`config.mk`:
```
export PLATFORM = sky130hd
export DESIGN_NAME = conv_window_accum_flat
export DESIGN_NICKNAME = d
export VERILOG_FILES = /design/src/rtl/conv_window_accum_if.sv /design/src/rtl/conv_window_accum.sv /design/src/flat_wrapper.sv
export SDC_FILE = /design/constraint.sdc
export NUM_CORES = 1
export LEC_CHECK = 0
export CORE_ASPECT_RATIO = 1.25
export CORE_MARGIN = 2
export CORE_UTILIZATION = 40
export CTS_CLUSTER_SIZE = 14
export DETAILED_ROUTE_END_ITERATION = 10
export PLACE_DENSITY_LB_ADDON = 0.12
export SYNTH_ARGS = -nofsm -noshare
export SYNTH_HDL_FRONTEND = slang
export SYNTH_SLANG_ARGS = --single-unit
```
`constraint.sdc`:
```
create_clock -name clk -period 7.83 [get_ports clk]
set_input_delay 1.1745 -clock clk [delete_from_list [all_inputs] [get_ports clk]]
set_output_delay 1.1745 -clock clk [all_outputs]
set_load 0.05 [all_outputs]
```
`src/rtl/conv_window_accum_if.sv`:
```
// Handshake and data bundle between conv_window_accum, the 3x3 product/sum
// stage it sequences, and the downstream pixel consumer.
// Optional bias input is present only when CONV_WINDOW_BIAS_EN is defined.
// slave  : the accumulator block itself.
// master : the surrounding environment (upstream data source, product/sum
//          stage and downstream consumer).
interface conv_window_accum_if #(
    parameter int PSUM_W = 16,
    parameter int ACC_W  = 20,
    parameter int OUT_W  = 8
);
    logic              in_valid;
    logic              in_ready;
    logic [PSUM_W-1:0] psum;
    logic [1:0]        select;
    logic [ACC_W-1:0]  acc_out;
    logic [OUT_W-1:0]  pix_out;
    logic              out_valid;
    logic              out_ready;
`ifdef CONV_WINDOW_BIAS_EN
    logic [ACC_W-1:0]  bias;
`endif

    modport slave (
`ifdef CONV_WINDOW_BIAS_EN
        input  bias,
`endif
        input  in_valid, psum, out_ready,
        output in_ready, select, acc_out, pix_out, out_valid
    );

    modport master (
`ifdef CONV_WINDOW_BIAS_EN
        output bias,
`endif
        output in_valid, psum, out_ready,
        input  in_ready, select, acc_out, pix_out, out_valid
    );
endinterface

```
`src/rtl/conv_window_accum.sv`:
```
// conv_window_accum: walks the product/sum stage through columns 0,1,2,
// accumulates the three partial sums into a full 3x3 window sum, requantises
// it (shift + saturate) and offers it on a valid/ready output.
// Optional feature: define CONV_WINDOW_BIAS_EN to add a per-window bias that
// is sampled when the window is accepted and pre-loads the accumulator.
module conv_window_accum #(
    parameter int PSUM_W = 16,
    parameter int ACC_W  = 20,
    parameter int OUT_W  = 8,
    parameter int SHIFT  = 8
) (
    input  logic                clk,
    input  logic                rst,
    conv_window_accum_if.slave  bus
);
    typedef enum logic [1:0] {IDLE, MAC, DONE} state_t;

    localparam logic [ACC_W-1:0] PIX_MAX = ACC_W'((1 << OUT_W) - 1);

    state_t            state_reg;
    logic [1:0]        col_reg;
    logic [ACC_W-1:0]  acc_reg;
    logic [ACC_W-1:0]  acc_out_reg;
    logic [OUT_W-1:0]  pix_reg;
    logic              out_valid_reg;

    logic              in_ready;
    logic              accept;
    logic [ACC_W-1:0]  acc_base;
    logic [ACC_W:0]    sum_wide;
    logic [ACC_W-1:0]  acc_next;
    logic [ACC_W-1:0]  shifted;
    logic [OUT_W-1:0]  pix_next;

`ifdef CONV_WINDOW_BIAS_EN
    logic [ACC_W-1:0]  bias_reg;
`endif

    // Upstream may hand over a new window in IDLE, or in DONE in the same
    // cycle the current result leaves (back-to-back, no bubble).
    assign in_ready = (state_reg == IDLE) || ((state_reg == DONE) && bus.out_ready);
    assign accept   = bus.in_valid && in_ready;

    // Column 0 restarts the sum (from zero or the bias); later columns add on.
    // One extra carry bit lets the sum clamp instead of wrapping; without a
    // bias the carry can never be set, since three full partial sums fit.
    always_comb begin
`ifdef CONV_WINDOW_BIAS_EN
        acc_base = (col_reg == 2'd0) ? bias_reg : acc_reg;
`else
        acc_base = (col_reg == 2'd0) ? '0 : acc_reg;
`endif
        sum_wide = {1'b0, acc_base} + {{(ACC_W + 1 - PSUM_W){1'b0}}, bus.psum};
        acc_next = sum_wide[ACC_W] ? '1 : sum_wide[ACC_W-1:0];
        shifted  = acc_next >> SHIFT;
        pix_next = (shifted > PIX_MAX) ? '1 : shifted[OUT_W-1:0];
    end

    // Window sequencer: column counter doubles as the registered select, so
    // select is 0 everywhere outside MAC and never reaches 3.
    always_ff @(posedge clk) begin
        if (rst) begin
            state_reg     <= IDLE;
            col_reg       <= 2'd0;
            acc_reg       <= '0;
            acc_out_reg   <= '0;
            pix_reg       <= '0;
            out_valid_reg <= 1'b0;
        end else begin
            case (state_reg)
                IDLE: begin
                    if (accept) begin
                        state_reg <= MAC;
                        col_reg   <= 2'd0;
                    end
                end
                MAC: begin
                    acc_reg <= acc_next;
                    if (col_reg == 2'd2) begin
                        // Result registered on entry to DONE, held until taken.
                        col_reg       <= 2'd0;
                        state_reg     <= DONE;
                        out_valid_reg <= 1'b1;
                        acc_out_reg   <= acc_next;
                        pix_reg       <= pix_next;
                    end else begin
                        col_reg <= col_reg + 2'd1;
                    end
                end
                DONE: begin
                    if (bus.out_ready) begin
                        out_valid_reg <= 1'b0;
                        col_reg       <= 2'd0;
                        state_reg     <= bus.in_valid ? MAC : IDLE;
                    end
                end
                default: begin
                    state_reg <= IDLE;
                    col_reg   <= 2'd0;
                end
            endcase
        end
    end

`ifdef CONV_WINDOW_BIAS_EN
    // Bias belongs to the window being accepted; capture it with the handover.
    always_ff @(posedge clk) begin
        if (rst) begin
            bias_reg <= '0;
        end else if (accept) begin
            bias_reg <= bus.bias;
        end
    end
`endif

    assign bus.in_ready  = in_ready;
    assign bus.select    = col_reg;
    assign bus.acc_out   = acc_out_reg;
    assign bus.pix_out   = pix_reg;
    assign bus.out_valid = out_valid_reg;
endmodule

```
`src/flat_wrapper.sv`:
```
// flat-port wrapper written by rule: the top's interface ports become plain ports
module conv_window_accum_flat 
#(
    parameter int PSUM_W = 16,
    parameter int ACC_W  = 20,
    parameter int OUT_W  = 8,
    parameter int SHIFT  = 8
)
  (clk, rst, bus_in_valid, bus_psum, bus_out_ready, bus_in_ready, bus_select, bus_acc_out, bus_pix_out, bus_out_valid);
  conv_window_accum_if #(.PSUM_W(PSUM_W), .ACC_W(ACC_W), .OUT_W(OUT_W)) bus_i ();
  input  logic clk;
  input  logic rst;
  input wire logic [$bits(bus_i.in_valid)-1:0] bus_in_valid;
  input wire logic [$bits(bus_i.psum)-1:0] bus_psum;
  input wire logic [$bits(bus_i.out_ready)-1:0] bus_out_ready;
  output wire logic [$bits(bus_i.in_ready)-1:0] bus_in_ready;
  output wire logic [$bits(bus_i.select)-1:0] bus_select;
  output wire logic [$bits(bus_i.acc_out)-1:0] bus_acc_out;
  output wire logic [$bits(bus_i.pix_out)-1:0] bus_pix_out;
  output wire logic [$bits(bus_i.out_valid)-1:0] bus_out_valid;
  assign bus_i.in_valid = bus_in_valid;
  assign bus_i.psum = bus_psum;
  assign bus_i.out_ready = bus_out_ready;
  assign bus_in_ready = bus_i.in_ready;
  assign bus_select = bus_i.select;
  assign bus_acc_out = bus_i.acc_out;
  assign bus_pix_out = bus_i.pix_out;
  assign bus_out_valid = bus_i.out_valid;
  conv_window_accum #(.PSUM_W(PSUM_W), .ACC_W(ACC_W), .OUT_W(OUT_W), .SHIFT(SHIFT)) u_core (.clk(clk), .rst(rst), .bus(bus_i));
endmodule
```
==> summary.txt <==
via count = 2,930
Max Slew Vio Count = 0
Worst IR Drop VDD = 102 uV
Root Buffer = clkbuf_8
Clock Sinks = 53
synth top area cells = dfxtp_1 33%, nor2_1 8.5%, a211oi_1 8.4%, ha_1 6.2%, a21oi_1 3.7%
number of synthesized flops with an enable pin = 0
Placed Cells incl. Taps = 507
Ys Warns = 0
dpl cell area = 3670 um2
Routed WL per cell = 16.8 um
final hold vios = 0
final WL = 8640 um
Pleak = 1.45 nW
worst-path fanout max = 2
Compound-Gate Fraction of Synth Area = 25.0%
antenna cells = 0
Req. time, crit path = 6.66 ns
post-route minimum period = 3.91 ns
Final nets = 456
Yosys reg bits = 53
setup ws final = 3.92 ns
dpl ws = 3.68 ns
main flop type after synthesis = dfxtp_1
Setup CP Type = in -> out
Tcrit/Tclk final = 49.9%
mapped cell area = 3220 um2
clk_skew = 0.00934 ns
GP Congestion = 0.894
initial antenna violation count = 0
power share of the combinational group = 18.7%
Maximum Capacitance Violations = 0
syn nets = 423
Post-CTS Resized = 0
worst slew pin tran = 0.970 ns
sequential area share after synthesis = 32.9%
CTS tree = built
gr usage total = 19.6%
Pre-antenna DRT Iters = 4
die area = 8790 um2
Worst setup EP type = primary output
xor and xnor area share after synthesis = 2.99%
mux share of post-synthesis cell area = 1.71%
clock latency on the worst-skew pair = 0.31 ns
Post-Layout Cell Count = 515
Final setup viols = 0
switching share of power = 28.2%
Multi-input gate area = 1950 um2
starting density of the core = 41.3%
Worst-path clk slew = 0.09 ns
Post-DP HPWL = 6630 um
Hold WC Path Type = reg -> reg
die width = 84.3 um
Seq pwr share = 48.6%
Synth area leader = dfxtp_1
most common cell in the netlist = nor2_1
total CTS buffers = 5
final core utilization = 48.6%
vias in the first global route = 2,809
Rows = 36
internal power = 0.000429 W
Layout fillers = 795
crit path DAT = 2.74 ns
Clk pwr share = 32.7%
Sw Pwr = 0.000169 W
largest net degree at the start of global routing = 54
cts hold-fix bufs = 0
fraction of layout cells with a size suffix above 1 = 7.86%
global-route wire length before repair = 13,900 um
GR Overflow Total = 0
Yosys cell types = 62
Mean Syn Cell Area = 8.34 um2
Synth async-reset ratio = 0%
I/O Buffers = 51
Adder-Cell Fraction of Synth Area = 6.84%
htree depth = 2
Slew HR = 35.3%
post-synth top area share = 32.9%
CTS Buffer Depth = 2
fmax = 0.256 GHz
Final ANT Viol Nets = 0
core area = 7790 um2
Final Cell Area = 3790 um2
simple-gate share of the synthesized area = 23.9%
RSZ-0062 raised after global routing = false
largest family of logic cells by synthesized area = compound AO/OA/AOI/OAI gates
P&R area growth vs syn = 17.6%
outcome = finished, final reports clean
critical path launch point type = input port
setup TNS = 0 ns
Die H = 104 um
Syn Inst Count = 386
# Post-CTS Setup Buffers = 0
# DRC = 0
Initial DRC Count = 149
Post-synth top cells = 73 x nor2_1, 53 x dfxtp_1, 36 x a211oi_1
Reg area = 1060 um2
# IOs = 52
PwrDens = 158 nW/um2
Vias/cell = 5.69
worst paths after layout:
path	cells after the start	slack, ns	from	end
worst max-delay path	4	3.92	bus_out_ready	bus_in_ready
worst max register to register	11	4.17	u_core.bus.select[0]$_SDFFE_PP0P_	u_core.bus.pix_out[1]$_SDFFE_PP0P_
worst min register to register	2	0.46	u_core.bus.acc_out[16]$_SDFFE_PP0P_	u_core.bus.acc_out[16]$_SDFFE_PP0P_
worst min-delay path	2	0.46	u_core.bus.acc_out[16]$_SDFFE_PP0P_	u_core.bus.acc_out[16]$_SDFFE_PP0P_
metrics by stage:
stage	hold slack, ns	total power [W]
2_1_floorplan	0.452	0.000378
5_1_grt	0.498	0.000622
4_1_cts	0.464	0.000599
3_5_place_dp	0.451	0.000408
6_report	0.464	0.000597
3_3_place_gp	0.450	0.000407
final cells by class:
class / count / share of cell area, %
clock buffers: 6 / 2.18
clock inverters: 2 / 0.991
inverters: 5 / 0.496
multi-input cells: 301 / 51.4
flip-flops and latches: 53 / 28.0
well taps: 95 / 3.14
repair buffers: 53 / 13.7
power by group through the flow:
stage,logic (W),clock network (W),registers (W)
final,0.000111,0.000195,0.000290
after global routing,0.000122,0.000208,0.000291
after CTS,0.000112,0.000197,0.000290
after detailed placement,0.000111,0,0.000297
after global placement,0.000110,0,0.000296
after floorplan,0.0000800,0,0.000298
worst max-delay path, cell delays in order:
cell	delay [ns]
clkdlybuf4s50_1	0.47
inv_1	0.05
a21oi_1	0.19
clkdlybuf4s50_1	0.84
cells in the final DEF (no fill, tap or decap), drive strengths merged, types with 2 or more instances in the layout:
master         instances
a22oi                  2
a211o                  3
o21bai                 4
and2                  19
o211ai                 4
o21a                   5
nand2                 19
dfxtp                 53
o21ai                  7
clkbuf                 6
and3                   6
nor2b                  4
a21o                   9
a211oi                37
or2                    3
buf                    3
nand2b                 3
clkdlybuf4s50         50
ha                    16
nor2                  74
xnor2                  8
a21oi                 24
a31oi                  6
and4                   3
nand3                  8
nor3                   9
nand4                  2
inv                    5
mux2i                  4
xor2                   3
nor3b                  2
a2111o                 2
cells by family after synthesis:
kind of cell,count (synthesis)
simple gates,156
compound gates,112
flops,53
buf+inv,32
fa+ha+maj,17
xor+xnor,11
mux,5
layer usage:
layer / vias to the layer above / part of all wire, % / global-route usage, %
li1: 1456 / - / -
met1: 1399 / 43 / 22.6
met2: 56 / 51 / 36.6
met3: 19 / 2.3 / 2.38
met4: 0 / 3.4 / 6.68
met5: - / 0 / 0
No activity file was read; power rests on OpenSTA's default activity.
